## config.mk

```make
export PLATFORM = sky130hd
export DESIGN_NAME = node_caller_flat
export DESIGN_NICKNAME = d
export VERILOG_FILES = /design/src/rtl/node_pkg.sv /design/src/rtl/node_caller_if.sv /design/src/rtl/node_caller_slot.sv /design/src/rtl/node_caller.sv /design/src/flat_wrapper.sv
export SDC_FILE = /design/constraint.sdc
export NUM_CORES = 1
export LEC_CHECK = 0
export CAP_MARGIN = 5
export CORE_AREA = 2 2 115 84
export CTS_CLUSTER_SIZE = 25
export DETAILED_ROUTE_END_ITERATION = 6
export DIE_AREA = 0 0 117 86
export PLACE_DENSITY = 0.78
export SYNTH_ARGS = -nofsm -noshare
export SYNTH_HDL_FRONTEND = slang
export SYNTH_HIERARCHICAL = 1
export SYNTH_SLANG_ARGS = --single-unit
```

## constraint.sdc

```tcl
create_clock -name CLK -period 2.2 [get_ports CLK]
set_input_delay 0.44 -clock CLK [delete_from_list [all_inputs] [get_ports CLK]]
set_output_delay 0.44 -clock CLK [all_outputs]
set_load 0.03 [all_outputs]
```

## src/rtl/node_pkg.sv

```systemverilog
// Shared definitions for the node start/ready handshake: caller state encoding
// and the default width/timeout used by the caller and its interface.
package node_pkg;

  typedef enum logic [1:0] {
    ST_IDLE   = 2'd0,
    ST_LAUNCH = 2'd1,
    ST_BUSY   = 2'd2
  } state_e;

  localparam int W_DEF   = 16;
  localparam int TMO_DEF = 255;
  localparam int CNT_W   = 16;

endpackage

```

## src/rtl/node_caller_if.sv

```systemverilog
// Parent/child handshake bundle of the node caller; the slave modport is the
// caller itself, the master modport is the parent plus the three children.
interface node_caller_if
  import node_pkg::*;
#(
  parameter int W = W_DEF
);

  logic         ST;
  logic [2:0]   EN;
  logic         RD;
  logic         ERR;
  logic [W-1:0] OUT0;
  logic [W-1:0] OUT1;
  logic [W-1:0] OUT2;
  logic         CST0;
  logic         CST1;
  logic         CST2;
  logic         CRD0;
  logic         CRD1;
  logic         CRD2;
  logic [W-1:0] CRES0;
  logic [W-1:0] CRES1;
  logic [W-1:0] CRES2;

  modport master (
    output ST, EN, CRD0, CRD1, CRD2, CRES0, CRES1, CRES2,
    input  RD, ERR, OUT0, OUT1, OUT2, CST0, CST1, CST2
  );

  modport slave (
    input  ST, EN, CRD0, CRD1, CRD2, CRES0, CRES1, CRES2,
    output RD, ERR, OUT0, OUT1, OUT2, CST0, CST1, CST2
  );

endinterface

```

## src/rtl/node_caller_slot.sv

```systemverilog
// One child channel of the node caller: start strobe, ack/done tracking and
// the result latch for that child.
module node_caller_slot
  import node_pkg::*;
#(
  parameter int W = W_DEF
) (
  input  logic         clk_i,
  input  logic         rst_ni,
  input  logic         start_i,
  input  logic         start_en_i,
  input  logic         en_i,
  input  logic         launch_i,
  input  logic         busy_i,
  input  logic         crd_i,
  input  logic [W-1:0] cres_i,
  output logic         cst_o,
  output logic         done_o,
  output logic [W-1:0] out_o
);

  logic         cst_q, cst_d;
  logic         ack_q, ack_d;
  logic         done_q, done_d;
  logic [W-1:0] out_q, out_d;

  // Next-state: ready must be seen low (ack) before a high ready counts as done.
  always_comb begin
    cst_d  = cst_q;
    ack_d  = ack_q;
    done_d = done_q;
    out_d  = out_q;
    if (start_i) begin
      cst_d  = start_en_i;
      ack_d  = 1'b0;
      done_d = 1'b0;
    end else if (launch_i) begin
      cst_d = 1'b0;
    end else if (busy_i && en_i && !done_q) begin
      if (!crd_i) begin
        ack_d = 1'b1;
      end else if (ack_q) begin
        done_d = 1'b1;
        out_d  = cres_i;
      end else begin
        ack_d = ack_q;
      end
    end else begin
      cst_d = cst_q;
    end
  end

  // Slot state registers.
  always_ff @(posedge clk_i or negedge rst_ni) begin
    if (!rst_ni) begin
      cst_q  <= 1'b0;
      ack_q  <= 1'b0;
      done_q <= 1'b0;
      out_q  <= '0;
    end else begin
      cst_q  <= cst_d;
      ack_q  <= ack_d;
      done_q <= done_d;
      out_q  <= out_d;
    end
  end

  // Includes completion happening on the current edge so the caller can finish in the same cycle.
  assign done_o = !en_i || done_q || (busy_i && ack_q && crd_i);
  assign cst_o  = cst_q;
  assign out_o  = out_q;

endmodule

```

## src/rtl/node_caller.sv

```systemverilog
// Initiator side of the node start/ready handshake: launches up to three
// children in parallel, collects their results and aborts on timeout.
module node_caller
  import node_pkg::*;
#(
  parameter int W   = W_DEF,
  parameter int TMO = TMO_DEF
) (
  input  logic         CLK,
  input  logic         RST,
  node_caller_if.slave bus
);

  localparam logic [CNT_W-1:0] TMO_C = CNT_W'(TMO);

  state_e           state_q;
  logic             st_old_q;
  logic             arm_q;
  logic             rd_q;
  logic             err_q;
  logic [2:0]       en_q;
  logic [CNT_W-1:0] cnt_q;
  logic [CNT_W-1:0] cnt_inc_s;
  logic             start_s;
  logic             launch_s;
  logic             busy_s;
  logic             all_done_s;
  logic [2:0]       cst_s;
  logic [2:0]       done_s;

  // arm_q blocks a start until ST has been seen low after reset.
  assign start_s    = bus.ST & ~st_old_q & arm_q;
  assign launch_s   = (state_q == ST_LAUNCH);
  assign busy_s     = (state_q == ST_BUSY);
  assign all_done_s = &done_s;
  assign cnt_inc_s  = cnt_q + {{(CNT_W-1){1'b0}}, 1'b1};

  // Call sequencing FSM with registered ready/error flags and timeout counter.
  always_ff @(posedge CLK or negedge RST) begin
    if (!RST) begin
      state_q  <= ST_IDLE;
      st_old_q <= 1'b0;
      arm_q    <= 1'b0;
      rd_q     <= 1'b1;
      err_q    <= 1'b0;
      en_q     <= 3'b000;
      cnt_q    <= '0;
    end else begin
      st_old_q <= bus.ST;
      arm_q    <= arm_q | ~bus.ST;
      if (start_s) begin
        rd_q    <= 1'b0;
        err_q   <= 1'b0;
        en_q    <= bus.EN;
        cnt_q   <= '0;
        state_q <= ST_LAUNCH;
      end else begin
        case (state_q)
          ST_IDLE: begin
            state_q <= ST_IDLE;
          end
          ST_LAUNCH: begin
            if (all_done_s) begin
              rd_q    <= 1'b1;
              state_q <= ST_IDLE;
            end else begin
              state_q <= ST_BUSY;
            end
          end
          ST_BUSY: begin
            cnt_q <= cnt_inc_s;
            if (all_done_s) begin
              rd_q    <= 1'b1;
              state_q <= ST_IDLE;
            end else if (cnt_inc_s == TMO_C) begin
              err_q   <= 1'b1;
              rd_q    <= 1'b1;
              state_q <= ST_IDLE;
            end else begin
              state_q <= ST_BUSY;
            end
          end
          default: begin
            rd_q    <= 1'b1;
            state_q <= ST_IDLE;
          end
        endcase
      end
    end
  end

  node_caller_slot #(.W(W)) u_slot0 (
    .clk_i(CLK), .rst_ni(RST), .start_i(start_s), .start_en_i(bus.EN[0]),
    .en_i(en_q[0]), .launch_i(launch_s), .busy_i(busy_s), .crd_i(bus.CRD0),
    .cres_i(bus.CRES0), .cst_o(cst_s[0]), .done_o(done_s[0]), .out_o(bus.OUT0)
  );

  node_caller_slot #(.W(W)) u_slot1 (
    .clk_i(CLK), .rst_ni(RST), .start_i(start_s), .start_en_i(bus.EN[1]),
    .en_i(en_q[1]), .launch_i(launch_s), .busy_i(busy_s), .crd_i(bus.CRD1),
    .cres_i(bus.CRES1), .cst_o(cst_s[1]), .done_o(done_s[1]), .out_o(bus.OUT1)
  );

  node_caller_slot #(.W(W)) u_slot2 (
    .clk_i(CLK), .rst_ni(RST), .start_i(start_s), .start_en_i(bus.EN[2]),
    .en_i(en_q[2]), .launch_i(launch_s), .busy_i(busy_s), .crd_i(bus.CRD2),
    .cres_i(bus.CRES2), .cst_o(cst_s[2]), .done_o(done_s[2]), .out_o(bus.OUT2)
  );

  assign bus.RD   = rd_q;
  assign bus.ERR  = err_q;
  assign bus.CST0 = cst_s[0];
  assign bus.CST1 = cst_s[1];
  assign bus.CST2 = cst_s[2];

endmodule

```

## src/flat_wrapper.sv

```systemverilog
// flat-port wrapper written by rule: the top's interface ports become plain ports
module node_caller_flat import node_pkg::*;
#(
  parameter int W   = W_DEF,
  parameter int TMO = TMO_DEF
)
  (CLK, RST, bus_ST, bus_EN, bus_CRD0, bus_CRD1, bus_CRD2, bus_CRES0, bus_CRES1, bus_CRES2, bus_RD, bus_ERR, bus_OUT0, bus_OUT1, bus_OUT2, bus_CST0, bus_CST1, bus_CST2);
  node_caller_if #(.W(W)) bus_i ();
  input  logic CLK;
  input  logic RST;
  input wire logic [$bits(bus_i.ST)-1:0] bus_ST;
  input wire logic [$bits(bus_i.EN)-1:0] bus_EN;
  input wire logic [$bits(bus_i.CRD0)-1:0] bus_CRD0;
  input wire logic [$bits(bus_i.CRD1)-1:0] bus_CRD1;
  input wire logic [$bits(bus_i.CRD2)-1:0] bus_CRD2;
  input wire logic [$bits(bus_i.CRES0)-1:0] bus_CRES0;
  input wire logic [$bits(bus_i.CRES1)-1:0] bus_CRES1;
  input wire logic [$bits(bus_i.CRES2)-1:0] bus_CRES2;
  output wire logic [$bits(bus_i.RD)-1:0] bus_RD;
  output wire logic [$bits(bus_i.ERR)-1:0] bus_ERR;
  output wire logic [$bits(bus_i.OUT0)-1:0] bus_OUT0;
  output wire logic [$bits(bus_i.OUT1)-1:0] bus_OUT1;
  output wire logic [$bits(bus_i.OUT2)-1:0] bus_OUT2;
  output wire logic [$bits(bus_i.CST0)-1:0] bus_CST0;
  output wire logic [$bits(bus_i.CST1)-1:0] bus_CST1;
  output wire logic [$bits(bus_i.CST2)-1:0] bus_CST2;
  assign bus_i.ST = bus_ST;
  assign bus_i.EN = bus_EN;
  assign bus_i.CRD0 = bus_CRD0;
  assign bus_i.CRD1 = bus_CRD1;
  assign bus_i.CRD2 = bus_CRD2;
  assign bus_i.CRES0 = bus_CRES0;
  assign bus_i.CRES1 = bus_CRES1;
  assign bus_i.CRES2 = bus_CRES2;
  assign bus_RD = bus_i.RD;
  assign bus_ERR = bus_i.ERR;
  assign bus_OUT0 = bus_i.OUT0;
  assign bus_OUT1 = bus_i.OUT1;
  assign bus_OUT2 = bus_i.OUT2;
  assign bus_CST0 = bus_i.CST0;
  assign bus_CST1 = bus_i.CST1;
  assign bus_CST2 = bus_i.CST2;
  node_caller #(.W(W), .TMO(TMO)) u_core (.CLK(CLK), .RST(RST), .bus(bus_i));
endmodule
```

Word level (Yosys, flattened, before mapping). Index checks and enable logic that the tools add are counted. W data, S select, Z words.

Bitwise gates (word level): 7. Equality and inequality tests: 11. $add $sub $neg: 1. Multiplexer cells: 46. Reductions and logical operators: 49.

Operator list (number): $mux W1 (38); $mux W16 (2); $reduce_bool A2 Y1 (12); $reduce_and A3 Y1 (6); $add A16 B1 Y16 const B (1); $eq A16 B8 Y1 const B (1); $reduce_and A5 Y1 (3); $logic_and A1 B1 Y1 (12); $ne A2 B1 Y1 const B (6); $reduce_and A4 Y1 (3); $mux W2 (4); $logic_not A1 Y1 (6); $logic_or A1 B1 Y1 (6); $ne A4 B1 Y1 const B (1); $not A1 Y1 (4); $pmux W2 S2 (1); $ne A3 B2 Y1 const B (1); $pmux W1 S3 (1); $and A1 B1 Y1 (2); $eq A2 B1 Y1 const B (1); $eq A2 B2 Y1 const B (1); $logic_not A2 Y1 (1); $or A1 B1 Y1 (1).

Output and inout port bits: 53. Logic and storage cells: 133. Bits of input ports: 57. Register bits after elaboration: 82.

Logic depth before layout (Yosys ltp). Gate-level depths: netlist of the first run.

Word-level depth: 8. Depth in mapped cells: 9. Gate-level depth less buffers: 8.

Modules after synthesis. Netlist of the first run, hierarchy kept.

Modules (own cells, without submodules): node_caller_slot (area an instance 794.5 µm², times used 3, cells each 48); node_caller (area an instance 1387.6 µm², times used 1, cells each 151).

Least setup slack after synthesis of the first run. Ideal clock, no wire load.

Kind: in2reg. From: input bus_ST. To: register u_core.u_slot0.out_q[0] (netlist: u_core/u_slot0/out_o[0]). Buffers on the path: 3. Library setup time: 0.125 ns. Path slack: -0.221 ns. Stages: 9. Data required time: 2.075 ns. Data arrival time: 2.296 ns. Cell sequence: nand2_1 > or2_2 > clkbuf_1 > inv_1 > buf_1 > nor2_2 > nand3_4 > buf_6 > mux2_4.

Longest elaborated chain between the ends: 4.

Ends and longest elaborated chain: start: declaration (line flat_wrapper.sv:11) `input wire logic [$bits(bus_i.ST)-1:0] bus_ST;`; $and A1 B1 Y1 (2 in a row) (line node_caller.sv:32) `assign start_s = bus.ST & ~st_old_q & arm_q;`; named net u_core.start_s (line node_caller.sv:24) `logic start_s;`; $not A1 Y1 (no source line); $reduce_and A5 Y1 (no source line); end signal: assignment (line node_caller_slot.sv:64) `out_q <= out_d;`; end: declaration (line node_caller_slot.sv:25) `logic [W-1:0] out_q, out_d;`.

The timed path passes the listed nets, and every way through them passes these cells. A chain may end at the register's enable or synchronous reset.

Worst setup path after layout of the first run.
From: register u_core.cnt_q[3]. To: register u_core.err_q (netlist: u_core/bus.ERR).

Longest elaborated chain between the ends: 4.

Ends and longest elaborated chain: start: declaration (line node_caller.sv:22) `logic [CNT_W-1:0] cnt_q;`; start signal: assignment (line node_caller.sv:71) `cnt_q <= cnt_inc_s;`; $add A16 B1 Y16 (line node_caller.sv:36) `assign cnt_inc_s = cnt_q + {{(CNT_W-1){1'b0}}, 1'b1};`; $eq A16 B8 Y1 (line node_caller.sv:75) `end else if (cnt_inc_s == TMO_C) begin`; $reduce_bool A2 Y1 (no source line); $reduce_and A3 Y1 (no source line); end signal: assignment (line node_caller.sv:45) `err_q <= 1'b0;`; end signal: assignment (line node_caller.sv:53) `err_q <= 1'b0;`; end signal: assignment (line node_caller.sv:76) `err_q <= 1'b1;`; end: declaration (line node_caller.sv:20) `logic err_q;`.

No other way between the ends.

==> summary.md, run 1 <==
| Metric | Value |
|---|---|
| Status | complete, no violations |
| CTS max path bufs | 2 |
| Hold WC Path Type | input pin to async pin |
| # DRC | 0 |
| Nets | 482 |
| CP startpoint kind | register |
| CP Class | register to register |
| LEAKAGE | 2.515 nW |
| Clock transition at path regs | 0.06 ns |
| Initial DRC count | approximately 120 |
| Synth-to-Final Area Change | 42.73% |
| Synth cell types | 38 |
| H-tree depth | 3 |
| Crit path max fanout | 7 |
| Slowest CP cell | dfrtp_1 |
| First-pass GRT wire length | 13460 um |
| Critical path data required time | 2.44 ns |
| Post-Synth XOR/XNOR Area | 4.877% |
| Final Max Tran Viols | 0 |
| Row count | 29 |
| Clk_skew | between 0.006 and 0.007 ns |
| Post-Synth Simple-Gate Area | approximately 15% |
| Multi-input gate area | 1633 um^2 |
| IO Port Bufs | 109 |
| TritonCTS buffer count | 9 |
| Largest delay contributor family on the critical path | simple AND/OR/NAND/NOR gates |
| RD Place Congestion | 0.7957 |
| R2R depth | 6 |
| Share of the yosys chip area belonging to registers | a little over half |
| Fill count | 699 |
| CP Buf/Inv Count | 0 |
| Vias | around 2700 |
| Area of the die | between 10000 and 15000 um^2 |
| Delay of the slowest critical-path stage | 0.50 ns |
| # setup viols final | 0 |
| Compound-gate portion of the synthesized area | under 10% |
| Crit path DAT | 2.33 ns |
| Post-synthesis async set-or-reset flop share | 100.0% |
| Die Height | 86 um |
| FF/Latch Area | 2054 um^2 |
| Initial antenna violation count | 0 |
| Diodes inserted | 0 |
| Post-place setup slack | -0.1841 ns |
| Die width | 117 um |
| Top Ports | 110 |
| Share of layout cells above drive strength 1 | 25.18% |
| Post-synth EDFFs | 0 |
| CTS tree | yes |
| Syn Nets | 357 |
| Yosys warns | 6 |
| Commonest non-fill, non-tap cell in the layout | clkdlybuf4s50_1 |
| Maximum vdd drop | 0.0004043 V |
| Post-synthesis mux area share | 17.32% |
| Synth Area in Adders | between 1.5 and 2% |
| Setup WS post-layout | 0.1105 ns |
| PD cells | 608.2 nW/um^2 |
| Mapped cell area | 3771 um^2 |
| Number of synthesized register bits | 82 |
| Final Critical Period | about 2.1 ns |
| Routed Antenna Nets | 0 |
| Synth Instances | 295 |
| R2R Path Start | u_core/cnt_q[3]$_DFFE_PN0P_ |
| Clk sinks | 82 |
| Max-slew headroom | 66.29% |
| DRT Pass-1 Iters | 4 |
| Tot GR Track Use | 17.17% |
| Highest-count cells in the layout ignoring fill and taps | clkdlybuf4s50_1 (108), dfrtp_1 (80), mux2_4 (30) |
| Fin area | 5383 um^2 |
| Setup slack, reg-to-reg | 0.11 ns |
| Primary FF master, synth | dfrtp_1 |
| RR Endpoint | u_core/bus.ERR$_DFFE_PN0P_ |
| Worst hold slack | 0.07868 ns |
| Largest family of logic cells by synthesized area | multiplexers |
| Drt wl/cell | between 15 and 20 um |
| Fmax | roughly 480 MHz |
| Number of global-route vias before repair | 2745 |
| Starting Density | between 40% and 50% |
| Hold Violations, Final | 0 |
| Worst-Margin Slew | 0.5057 ns |
| Root Buffer | clkbuf_16 |
| CP Cell Sequence | nand4_4, or3_1, a21oi_1, o21ai_0, or4_4, o31ai_2 |
| Post-DP HPWL | 6242 um |
| Final Cycle Share | between 90% and 100% |
| Vias/cell | 4.874 |
| CORE AREA | 8890 um^2 |
| Total Wirelength | 8500 um |
| Largest net degree at the start of global routing | 46 |
| Synthesized area per cell | between 10 and 15 um^2 |
| Placed instance area | 5080 um^2 |
| GR Overflow Total | 0 |
| Max_cap viols | 0 |
| CP endpoint kind | register |
| Worst-Skew Late Latency | around 0.33 ns |
[where the power goes]
part / leakage (nW) / internal [mW] / switching, mW
Clock: 0.139 / 0.784 / 0.639
Combinational: 1.25 / 0.162 / 0.140
Sequential: 1.12 / 1.53 / 0.0156
[routing by layer]
metal	share of wire (%)	global-route usage [%]
met4	0.89	5.134
met3	6.9	4.594
met1	46	23.73
met5	0	0
met2	46	26.64
[how the worst max path moves through the flow]
| stage | start | endpoint | cells past startpoint |
|---|---|---|---|
| floorplan | bus_ST | u_core/u_slot0/out_o[0]$_DFFE_PN0P_ | 9 |
| global placement | bus_ST | u_core/u_slot0/out_o[10]$_DFFE_PN0P_ | 7 |
| detailed placement | bus_ST | u_core/u_slot0/out_o[9]$_DFFE_PN0P_ | 7 |
| CTS | u_core/cnt_q[0]$_DFFE_PN0P_ | u_core/bus.ERR$_DFFE_PN0P_ | 7 |
| global route | u_core/cnt_q[1]$_DFFE_PN0P_ | u_core/bus.ERR$_DFFE_PN0P_ | 7 |
| finish | u_core/cnt_q[3]$_DFFE_PN0P_ | u_core/bus.ERR$_DFFE_PN0P_ | 6 |
[cells by family after synthesis]
family | Yosys count
simple gates | 97
flops | 82
mux | 48
compound gates | 23
xor+xnor | 21
buf+inv | 19
fa+ha+maj | 5
[worst reg2reg max path, delay by kind of cell (launching register included)]
kind | cells | cell delay (ns)
AOI/OAI and AO/OA | 3 | 0.49
and+or+nand+nor | 3 | 1.01
DFF | 1 | 0.50
[Yosys cell counts (4+ instances only)]
master	n	share of area [%]
dfrtp_1	81	54
mux2_4	30	12
nor2_1	29	2.9
nand2_1	20	2.0
mux2_2	18	5.4
xnor2_1	11	2.6
xor2_1	10	2.3
a21oi_1	9	1.2
inv_1	8	0.80
nand4_1	7	1.2
nand3_1	6	0.80
a31oi_1	5	0.83
ha_1	5	1.7
nand2b_1	4	0.66
nor3_1	4	0.53
nor3b_1	4	0.80
[registers in the layout, indices dropped and copies added (netlist names), 2 cells and up]
name,cells
u_core/cnt_q,16
u_core/u_slot1/out_o,16
u_core/u_slot0/out_o,16
u_core/en_q,3
u_core/state_q,2
u_core/u_slot2/out_o,16
[repair_timing]
item                                    in CTS  in global routing
hold buffers                                 0                  0
gates resized for setup                      0                  4
buffers inserted                             0                  0
endpoints found under the setup margin       0                  3
[final cells by class]
| type | count | share of cell area (%) |
|---|---|---|
| multi-input combinational | 194 | 30.33 |
| inverter | 8 | 0.5579 |
| tap | 124 | 2.882 |
| timing repair buffer | 125 | 22.69 |
| clock inverter | 7 | 1.185 |
| clock buffer | 9 | 4.184 |
| sequential | 82 | 38.17 |
[metrics by stage]
step	utilization, %	power (mW)	cells	setup TNS, ns
after floorplan	-	1.678	295	0
after global placement	57.14	1.875	533	-5.511
after detailed placement	57.14	1.881	533	-7.070
after CTS	60.39	3.327	549	0
after global routing	60.55	3.405	549	-0.005484
final	60.55	3.274	549	0
Note: power is estimated with default switching activity, not from simulation.
==> inputs of run 2 (changes only) <==
Settings changed: PLACE_DENSITY 0.78 to 0.8.
==> run 2 against run 1 <==
Against the previous run: wire length down 0.98%; via count decreased by 0.26%; critical path depth stayed put; clock power grew 17%; critical path type unchanged; sequential share of layout area is 0.50 points lower; die area did not move; global-route usage increased by 0.71 points; critical endpoint unchanged.
==> summary.md, run 2 (synthesis gave the netlist of run 1 again) <==
| Metric | Value |
|---|---|
| LEAKAGE | 2.545 nW (+1.2%) |
| CP startpoint kind | register |
| Setup crit start | u_core/cnt_q[0]$_DFFE_PN0P_ |
| Beginning of the worst hold path | u_core/arm_q$_DFF_PN0_ |
| CTS tree | yes |
| IO Port Bufs | 109 (unchanged) |
| Synth-to-Final Area Change | 44.89% |
| Post-place setup slack | -0.2014 ns (-0.01726 ns) |
| Area of the die | 10060 um^2 (unchanged) |
| Die width | 117 um (unchanged) |
| Total power | 3.509 mW (+7.2%) |
| FF/Latch Area | 2058 um^2 (+0.18%) |
| # DRC | 0 (unchanged) |
| CORE AREA | 8890 um^2 (unchanged) |
| CTS max path bufs | 2 (unchanged) |
| Clk sinks | 82 (unchanged) |
| Root Buffer | clkbuf_16 |
| TritonCTS buffer count | 9 (unchanged) |
| Multi-input gate area | 1644 um^2 (+0.69%) |
| # setup viols final | 0 (unchanged) |
| Share of layout cells above drive strength 1 | 26.46% (+1.3 points) |
| Max_cap viols | 0 (unchanged) |
| Hold Violations, Final | 0 (unchanged) |
| Post-DP HPWL | 6148 um (-1.5%) |
| First-pass GRT wire length | 13880 um (+3.1%) |
| Largest net degree at the start of global routing | 39 (-15%) |
| Vias/cell | 4.844 (-0.62%) |
| Highest-count cells in the layout ignoring fill and taps | clkdlybuf4s50_1 (108), dfrtp_1 (77), mux2_4 (30) |
| Setup TNS | 0 ns (unchanged) |
| Setup WS post-layout | 0.1452 ns (+0.03477 ns) |
| Number of global-route vias before repair | 2856 (+4.0%) |
| Unrepaired setup endpoints after global routing | false |
| CP endpoint kind | register |
| DRT Pass-1 Iters | 4 (unchanged) |
| R2R Path Start | u_core/cnt_q[0]$_DFFE_PN0P_ |
| Initial antenna violation count | 0 (unchanged) |
| Nets | 484 (+0.41%) |
| Maximum vdd drop | 0.0003421 V (-15%) |
| Tot GR Track Use | 17.89% (+0.71 points) |
| Commonest non-fill, non-tap cell in the layout | clkdlybuf4s50_1 |
| Final Cycle Share | 93.40% (-1.6 points) |
| Crit path max fanout | 3 (-4) |
| Total Wirelength | 8417 um (-0.98%) |
| Clk_skew | 0.004955 ns (-0.001391 ns) |
| Worst-Margin Slew | 0.3346 ns (-0.1711 ns) |
| H-tree depth | 3 (unchanged) |
| CP Class | register to register |
| Routed Antenna Nets | 0 (unchanged) |
| Hold WC Path Type | register to register |
| PD cells | 642.2 nW/um^2 (+5.6%) |
| GR Overflow Total | 0 (unchanged) |
| Row count | 29 (unchanged) |
| Vias | 2669 (-0.26%) |
| Diodes inserted | 0 (unchanged) |
| RD Place Congestion | 0.8001 (+0.55%) |
| Fmax | 486.7 MHz (+1.7%) |
| Max-slew headroom | 77.62% (+11 points) |
| Status | complete, no violations |
| Top Ports | 110 (unchanged) |
| Drt wl/cell | 15.28 um (-1.3%) |
| Final Max Tran Viols | 0 (unchanged) |
| Die Height | 86 um (unchanged) |
| Clock transition at path regs | 0.06 ns (about the same) |
| Initial DRC count | 164 (+43%) |
| Critical path data required time | 2.44 ns (about the same) |
| Worst-Skew Late Latency | 0.33 ns (about the same) |
| Crit path DAT | 2.30 ns (-0.03 ns) |
| Final Critical Period | 2.055 ns (-0.03477 ns) |
| Starting Density | 42.42% (unchanged) |
| Fill count | 741 (+6.0%) |
run 2: timing repair:
action                                  4_1_cts  5_1_grt
hold buffers                                  1        0
endpoints found under the hold margin        19        0
gates resized for setup                       0        9
endpoints found under the setup margin        0        2
buffers inserted                              0        0
run 2: worst max-delay path, stage by stage (launching register included):
cell and delay (ns):
dfrtp_1 0.38, ha_1 0.25, xnor2_1 0.16, nor4b_2 0.28, nand4_1 0.13, or4_4 0.52
o31ai_2 0.22
run 2: final timing paths:
| check | to | slack [ns] | depth (start not counted) |
|---|---|---|---|
| min in group asynchronous | u_core/cnt_q[11]$_DFFE_PN0P_ | 0.52 | 2 |
| setup / recovery | u_core/bus.ERR$_DFFE_PN0P_ | 0.15 | 6 |
| hold / removal | u_core/arm_q$_DFF_PN0_ | 0.47 | 1 |
| hold reg to reg | u_core/arm_q$_DFF_PN0_ | 0.47 | 1 |
| max in group asynchronous | u_core/cnt_q[2]$_DFFE_PN0P_ | 1.05 | 3 |
| setup reg to reg | u_core/bus.ERR$_DFFE_PN0P_ | 0.15 | 6 |
run 2: area by class of cell:
class,instances,area share [%]
Inverter,8,0.5496
Tap cell,124,2.839
Timing Repair Buffer,127,22.67
Multi-Input combinational cell,194,30.09
Clock inverter,5,1.557
Sequential cell,82,37.67
Clock buffer,11,4.626
run 2: report_power, final:
part	total, mW	switching, mW	internal (mW)
registers	1.55	0.0159	1.53
logic	0.300	0.138	0.162
clock network	1.66	0.597	1.06
run 2: layer usage:
metal	share of wire, %	up-vias	global-route usage, %
met5	0	-	0
met4	1.2	0	5.348
met3	6.0	10	6.007
met2	46	76	27.90
met1	47	1315	23.77
li1	-	1268	-
run 2: per-stage QoR:
step | cells | hold slack [ns] | utilization (%) | instance area (um^2)
6_report | 551 | 0.4739 | 61.46 | 5464
5_1_grt | 551 | 0.4959 | 61.46 | 5464
4_1_cts | 551 | 0.4708 | 61.14 | 5435
3_5_place_dp | 534 | 0.3397 | 57.23 | 5087
3_3_place_gp | 534 | 0.3355 | 57.23 | 5087
2_1_floorplan | 295 | 0.1444 | - | 3772
